`src/rtl/game_sequencer.sv`:
```
// Game flow sequencer: MENU -> COUNTDOWN -> PLAY -> RESULT -> MENU.
// Mode is chosen with LEFT/RIGHT in MENU and the game is started with SELECT.
// Optional pause support is compiled in when GAME_SEQ_PAUSE_EN is defined.
module game_sequencer #(
    parameter int unsigned COUNT_SECS = 3,
    parameter int unsigned PLAY_SECS  = 60
) (
    input  logic       clk,
    input  logic       reset,
    input  logic [4:0] key_code,
    input  logic       key_press,
    input  logic       tick_1s,
    input  logic       song_done,
    output logic [1:0] mode_sel,
    output logic       lcd_state,
    output logic       game_run,
    output logic       game_clear,
    output logic [3:0] countdown,
    output logic [2:0] seq_state
);

    localparam logic [4:0] KEY_LEFT   = 5'b00100;
    localparam logic [4:0] KEY_RIGHT  = 5'b00110;
    localparam logic [4:0] KEY_SELECT = 5'b00101;
`ifdef GAME_SEQ_PAUSE_EN
    localparam logic [4:0] KEY_PAUSE  = 5'b00000;
`endif

    localparam logic [3:0] COUNT_LOAD = 4'(COUNT_SECS);
    localparam logic [7:0] PLAY_LAST  = 8'(PLAY_SECS - 1);

    typedef enum logic [2:0] {
        S_MENU      = 3'd0,
        S_COUNTDOWN = 3'd1,
        S_PLAY      = 3'd2,
        S_PAUSE     = 3'd3,
        S_RESULT    = 3'd4
    } state_t;

    state_t     state;
    state_t     state_next;
    logic       key_prev;
    logic       key_armed;
    logic       key_event;
    logic [7:0] play_timer;
    logic [7:0] timer_next;
    logic [1:0] mode_next;
    logic [3:0] count_next;
    logic       clear_next;

    // key_armed stays low until key_press has been seen released after reset,
    // so a key held across reset release never yields an event.
    assign key_event = key_press & ~key_prev & key_armed;
    assign seq_state = state;

    // Key edge detector: previous key_press level and post-reset arming.
    always_ff @(posedge clk or negedge reset) begin
        if (!reset) begin
            key_prev  <= 1'b0;
            key_armed <= 1'b0;
        end else begin
            key_prev <= key_press;
            if (!key_press) begin
                key_armed <= 1'b1;
            end
        end
    end

    // State register plus registered outputs derived from the next state.
    always_ff @(posedge clk or negedge reset) begin
        if (!reset) begin
            state      <= S_MENU;
            mode_sel   <= '0;
            countdown  <= '0;
            play_timer <= '0;
            lcd_state  <= 1'b0;
            game_run   <= 1'b0;
            game_clear <= 1'b0;
        end else begin
            state      <= state_next;
            mode_sel   <= mode_next;
            countdown  <= count_next;
            play_timer <= timer_next;
            lcd_state  <= (state_next != S_MENU);
            game_run   <= (state_next == S_PLAY);
            game_clear <= clear_next;
        end
    end

    // Next-state, mode, countdown and play-timer logic.
    always_comb begin
        state_next = state;
        mode_next  = mode_sel;
        count_next = countdown;
        timer_next = play_timer;
        clear_next = 1'b0;
        case (state)
            S_MENU: begin
                if (key_event) begin
                    if (key_code == KEY_RIGHT) begin
                        mode_next = (mode_sel == 2'd3) ? 2'd1 : mode_sel + 2'd1;
                    end else if (key_code == KEY_LEFT) begin
                        mode_next = (mode_sel <= 2'd1) ? 2'd3 : mode_sel - 2'd1;
                    end else if (key_code == KEY_SELECT && mode_sel != 2'd0) begin
                        state_next = S_COUNTDOWN;
                        count_next = COUNT_LOAD;
                        clear_next = 1'b1;
                    end
                end
            end
            S_COUNTDOWN: begin
                // The tick that reaches zero is shown for one cycle before PLAY.
                if (countdown == 4'd0) begin
                    state_next = S_PLAY;
                    timer_next = '0;
                end else if (tick_1s) begin
                    count_next = countdown - 4'd1;
                end
            end
            S_PLAY: begin
                if (tick_1s) begin
                    timer_next = play_timer + 8'd1;
                end
                if (song_done || (tick_1s && play_timer == PLAY_LAST)) begin
                    state_next = S_RESULT;
                end
`ifdef GAME_SEQ_PAUSE_EN
                else if (key_event && key_code == KEY_PAUSE) begin
                    state_next = S_PAUSE;
                end
`endif
            end
`ifdef GAME_SEQ_PAUSE_EN
            S_PAUSE: begin
                if (key_event) begin
                    if (key_code == KEY_PAUSE) begin
                        state_next = S_PLAY;
                    end else if (key_code == KEY_SELECT) begin
                        state_next = S_RESULT;
                    end
                end
            end
`endif
            S_RESULT: begin
                if (key_event && key_code == KEY_SELECT) begin
                    state_next = S_MENU;
                end
            end
            default: begin
                state_next = S_MENU;
            end
        endcase
        if (state_next != S_COUNTDOWN) begin
            count_next = '0;
        end
    end

endmodule

```
`config.mk`:
```
export PLATFORM = sky130hd
export DESIGN_NAME = game_sequencer
export DESIGN_NICKNAME = d
export VERILOG_FILES = /design/src/rtl/game_sequencer.sv
export SDC_FILE = /design/constraint.sdc
export NUM_CORES = 1
export LEC_CHECK = 0
export ABC_AREA = 1
export CAP_MARGIN = 0
export CORE_MARGIN = 5
export CORE_UTILIZATION = 50
export DETAILED_ROUTE_END_ITERATION = 10
export PLACE_DENSITY = 0.81
export SLEW_MARGIN = 20
export SYNTH_ARGS = -nofsm -noshare
export SYNTH_HDL_FRONTEND = slang
export SYNTH_SLANG_ARGS = --single-unit
```
`constraint.sdc`:
```
create_clock -name clk -period 3.7 [get_ports clk]
set_clock_uncertainty 0.1 [all_clocks]
set_input_delay 0.37 -clock clk [delete_from_list [all_inputs] [get_ports clk]]
set_output_delay 0.37 -clock clk [all_outputs]
set_load 0.1 [all_outputs]
```
* Yosys cells after proc, flatten, opt, wreduce, memory -nomap -nowiden
Index checks and enable logic that the tools add are counted.
Word-level totals: register bits after elaboration 22, output and inout port bits 12, word-level logic and storage cells 77
Operators by class: add/subtract/negate cells 4, order comparisons 1, eq/ne operators 18, mux-type cells 28, bitwise operators 3, reduce and logical (&&, ||, !) cells 14
Operators by type and width (count):
- 4-bit 2-to-1 mux | 7
- 3-bit 2-to-1 mux | 7
- 3-bit != test (second input constant) | 6
- 8-bit 2-to-1 mux | 2
- 8-bit one-hot mux with 2 select lines | 1
- 5-bit by 3-bit == test with 1-bit output (second input constant) | 3
- 3-bit one-hot mux with 4 select lines | 1
- 8-bit by 1-bit adder with 8-bit output (second input constant) | 1
- 8-bit by 6-bit == test with 1-bit output (second input constant) | 1
- 2-bit 2-to-1 mux | 4
- 4-bit one-hot mux with 2 select lines | 1
- 7-bit AND reduction | 1
- 3-bit by 2-bit == test with 1-bit output (second input constant) | 2
- 3-bit AND reduction | 2
- 2-bit nonzero test | 3
- 3-bit nonzero test | 2
- 1-bit 2-to-1 mux | 5
- 4-bit logical NOT | 1
- 2-bit != test (second input constant) | 2
- 4-bit by 1-bit subtractor with 4-bit output (second input constant) | 1
- 3-bit by 1-bit == test with 1-bit output (second input constant) | 1
- 3-bit == test (second input constant) | 1
- 1-bit logical AND | 3
- 3-bit logical NOT | 1
- 8 further kinds | 9

* Longest topological paths before layout
word-level depth 10, mapped depth 9, depth with buffers taken out 9

* Least setup slack after synthesis
OpenSTA, ideal clock, no wires.
kind register -> register, from register countdown[0], to register play_timer[3], setup time 119 ps, data arrival time 1894 ps, path slack 1587 ps, stages on the path, launching flop included 9, path buffers 0, period minus slack after synthesis 2113 ps, cells stage by stage dfrtp_1 inv_1 ha_1 nand2_2 inv_1 nand2_4 nand2_8 a21oi_1 nor2_1
Between the ends: longest elaborated chain between the ends 3
Ends and longest elaborated chain:
- start: declaration | RTL line 18 | output logic [3:0] countdown,
- start signal: assignment | RTL line 82 | countdown <= count_next;
- 4-bit logical NOT | RTL line 113 | if (countdown == 4'd0) begin
- 2-bit != test (no line)
- 3-bit AND reduction (no line)
- end signal: assignment | RTL line 83 | play_timer <= timer_next;
- end: declaration | RTL line 45 | logic [7:0] play_timer;
No other way between the ends. A chain may end at the register's enable or synchronous reset.

* Worst setup path in the final report
from register state[0], in the netlist seq_state[0], to output seq_state[0]
RTL lines:
- start: declaration | RTL line 40 | state_t state;
- start signal: assignment | RTL line 80 | state <= state_next;
- end: declaration | RTL line 19 | output logic [2:0] seq_state
No word-level cell between the ends.

==> results.md <==
* Yosys synthesis warning count at 0
* Hold Path Sink: key_armed
* Switch share at 38.9%
* Routed length per instance at 11.9 um
* Share of layout cells above drive strength 1 at 11.2%
* Sequential fraction of the synthesis area at around two fifths
* Pleak at 0.859 nW
* TritonCTS clock tree: built
* Via count at 1224
* Sequential power share at 45.1%
* Mean Syn Cell Area at 7.46 um2
* CP max stage delay at 1170 ps
* RSZ-0062 raised after global routing: no
* Antenna-violating nets left at 0
* Drt drc at 0
* Die X at 61.7 um
* Status: completed
* Core footprint at between 0.002 and 0.003 mm2
* Final core occ at between 60 and 70%
* GR Util met3 at 2.52%
* Combinational power share at 32.8%
* Final nets at 223
* Die ar. at 0.00380 mm2
* Net Sw Power at 0.238 mW
* Top Usage Layer GRT: met2
* Buf/Inv on CP at 1
* Cts bufs inserted at 3
* Maximum vdd drop at about 0.00034 V
* Total power at 0.612 mW
* H-tree levels at 1
* Fmax at 414 MHz
* Clock group share of total power at 22.1%
* R2r startpoint: countdown[0]
* Worst R2R Path Depth at 8
* Crit Reg-Reg Endpoint: play_timer[3]
* # Post-CTS Setup Buffers at 0
* CP Class: flop to primary output
* Antenna cell count at 0
* DR vias/cell at about 5.2
* Crit path time final at 2420 ps
* Crit path launch type: flop
* Hold Path Class: flop to flop
* Initial antenna violation count at 0
* Slew Limit Headroom at 35.1%
* Syn Nets at 196
* Hold Crit Depth at 2
* Cell Chain, Critical Path: clkdlybuf4s50_1
* I/O Pins at 22
* R2r setup slk at 2180 ps
* Drt initial violations at 43
* Clk buf depth at 2
* Critical path peak fanout at 5
* GRT Util Overall at between 15 and 20%
* Vias in the first global route at 1200
* Critical hold path startpoint: key_armed
* Max Cap Viol at 0
* Post-synthesis instance total at 179
* Mapped Area at 0.00134 mm2
* Setup-failing EPs final at 0
* Yosys cell types at 22
* CP max stage cell: clkdlybuf4s50_1
* Cell Int Power at approximately 0.37 mW
* Count of pins over their slew limit at 0
* Least-Margin Pin Slew at roughly 970 ps
* Setup TNS at 0 ps
* Critical path endpoint category: primary output
* Pwr/cell area at 377 mW/mm2
* Pre-Repair DR Iteration Count at 4
* Met1 Use GR at approximately a fifth
* Met2 Usage GRT at 30.5%
* First-pass GRT wire length at 4860 um
* # port buffers at 21
* Period utilisation layout at 65.3%
* Commonest non-fill, non-tap cell in the layout: nand2_1
* Arr. time, crit path at 1950 ps
* P&R area growth vs syn at 21.6%
* Largest net degree at the start of global routing at 23
* Starting density of the core at 52.9%
* Delay-heaviest family, CP: buffers and inverters
* Crit path launch: seq_state[0]
* Worst EP required at 3230 ps
* Synth Register Bits at 22
* GR Overflow Total at 0
* Root buf cell: clkbuf_4
* Clock slew at reported path FFs at 120 ps
* Most frequent cells in the layout: nand2_1, inv_1, dfrtp_1
* Fin. Hold Viols at 0
* FP Rows at 18
* Die Y-Extent at between 60 and 70 um
* GP Congestion at 0.898
* Clock latency at the later pin of the worst-skew pair at between 300 and 400 ps
* DP Wirelength at ~2200 um
* CTS Sinks at 22
* Post-Route WL at about 2800 um
-- worst reg2reg max path, stage by stage, from the launching register on --
cell	delay [ps]
dfrtp_1	400
inv_1	110
ha_1	220
nand2_2	90
inv_1	90
nand2_4	120
nand2_8	90
a21oi_1	150
nor2_1	60
-- layout make-up --
class | instances | area [um2]
clock buffers | 4 | 36.3
fillers | 197 | 898
inverters | 32 | 128
multi-input cells | 125 | 657
flip-flops and latches | 22 | 551
well taps | 30 | 37.5
repair buffers | 22 | 215
-- stage by stage --
step / hold slack, ps / area (um2) / cells / setup WS, ps
finish: 412 / 1620 / 235 / 1280
global route: 456 / 1620 / 235 / 1220
CTS: 416 / 1620 / 234 / 1280
detailed placement: 386 / 1580 / 230 / 1640
global placement: 375 / 1580 / 230 / 1650
floorplan: -25.6 / 1340 / 179 / 1590
-- Yosys cell counts --
| cell | instances | area [um2] |
|---|---|---|
| inv_2 | 3 | 11.3 |
| a21oi_2 | 1 | 8.76 |
| nand2_1 | 53 | 199 |
| nand3_1 | 16 | 80.1 |
| nor4_1 | 1 | 6.26 |
| nand2_2 | 4 | 25.0 |
| nand4_1 | 7 | 43.8 |
| clkinv_4 | 1 | 8.76 |
| nor3_1 | 2 | 10.0 |
| inv_4 | 1 | 6.26 |
| nand2_4 | 2 | 22.5 |
| nor2_2 | 4 | 25.0 |
| o21ai_0 | 8 | 40.0 |
| nor2_1 | 11 | 41.3 |
| dfrtp_1 | 22 | 551 |
| ha_1 | 7 | 87.6 |
| inv_1 | 27 | 101 |
| a21oi_1 | 4 | 20.0 |
| nand2_8 | 1 | 20.0 |
| xnor2_1 | 1 | 8.76 |
| o21ai_2 | 1 | 8.76 |
| o21ai_1 | 2 | 10.0 |
-- per-layer routing --
metal / vias to the layer above / part of all wire, % / routed length (um)
met5: - / 0 / 0
met4: 0 / 0.82 / 23
met3: 2 / 3.7 / 103
met2: 22 / 51 / 1420
met1: 577 / 45 / 1250
li1: 623 / - / -
-- state kept, by name, summed over array words and instances (netlist names) --
register,count
seq_state,3
play_timer,8
key_armed,1
key_prev,1
game_run,1
lcd_state,1
countdown,4
mode_sel,2
game_clear,1
-- worst max-delay path by stage --
stage          cells past startpoint             to
6_report                           1   seq_state[0]
3_5_place_dp                       1   seq_state[0]
2_1_floorplan                      8  play_timer[3]
3_3_place_gp                       1   seq_state[0]
4_1_cts                            1   countdown[2]
5_1_grt                            1   seq_state[0]
-- logic make-up (layout without fill, tap and decap cells) --
logic type	count (synthesis)	after routing	synth area share, %
compound gates	16	16	6.56
simple gates	101	101	35.4
flops	22	22	41.2
fa+ha+maj	7	7	6.56
xor+xnor	1	1	0.656
buf+inv	32	58	9.56
-- timing repair --
item,CTS,global route
endpoints found under the hold margin,0,22
gates resized for setup,0,0
hold buffers,0,1
setup endpoints to repair,0,0
-- power groups by stage --
stage | combinational, mW | clock (mW) | sequential [mW]
3_3_place_gp | 0.194 | 0 | 0.278
4_1_cts | 0.201 | 0.137 | 0.276
2_1_floorplan | 0.0671 | 0 | 0.356
5_1_grt | 0.218 | 0.147 | 0.280
3_5_place_dp | 0.200 | 0 | 0.281
6_report | 0.201 | 0.135 | 0.276
Power figures use the tool's default switching activity.
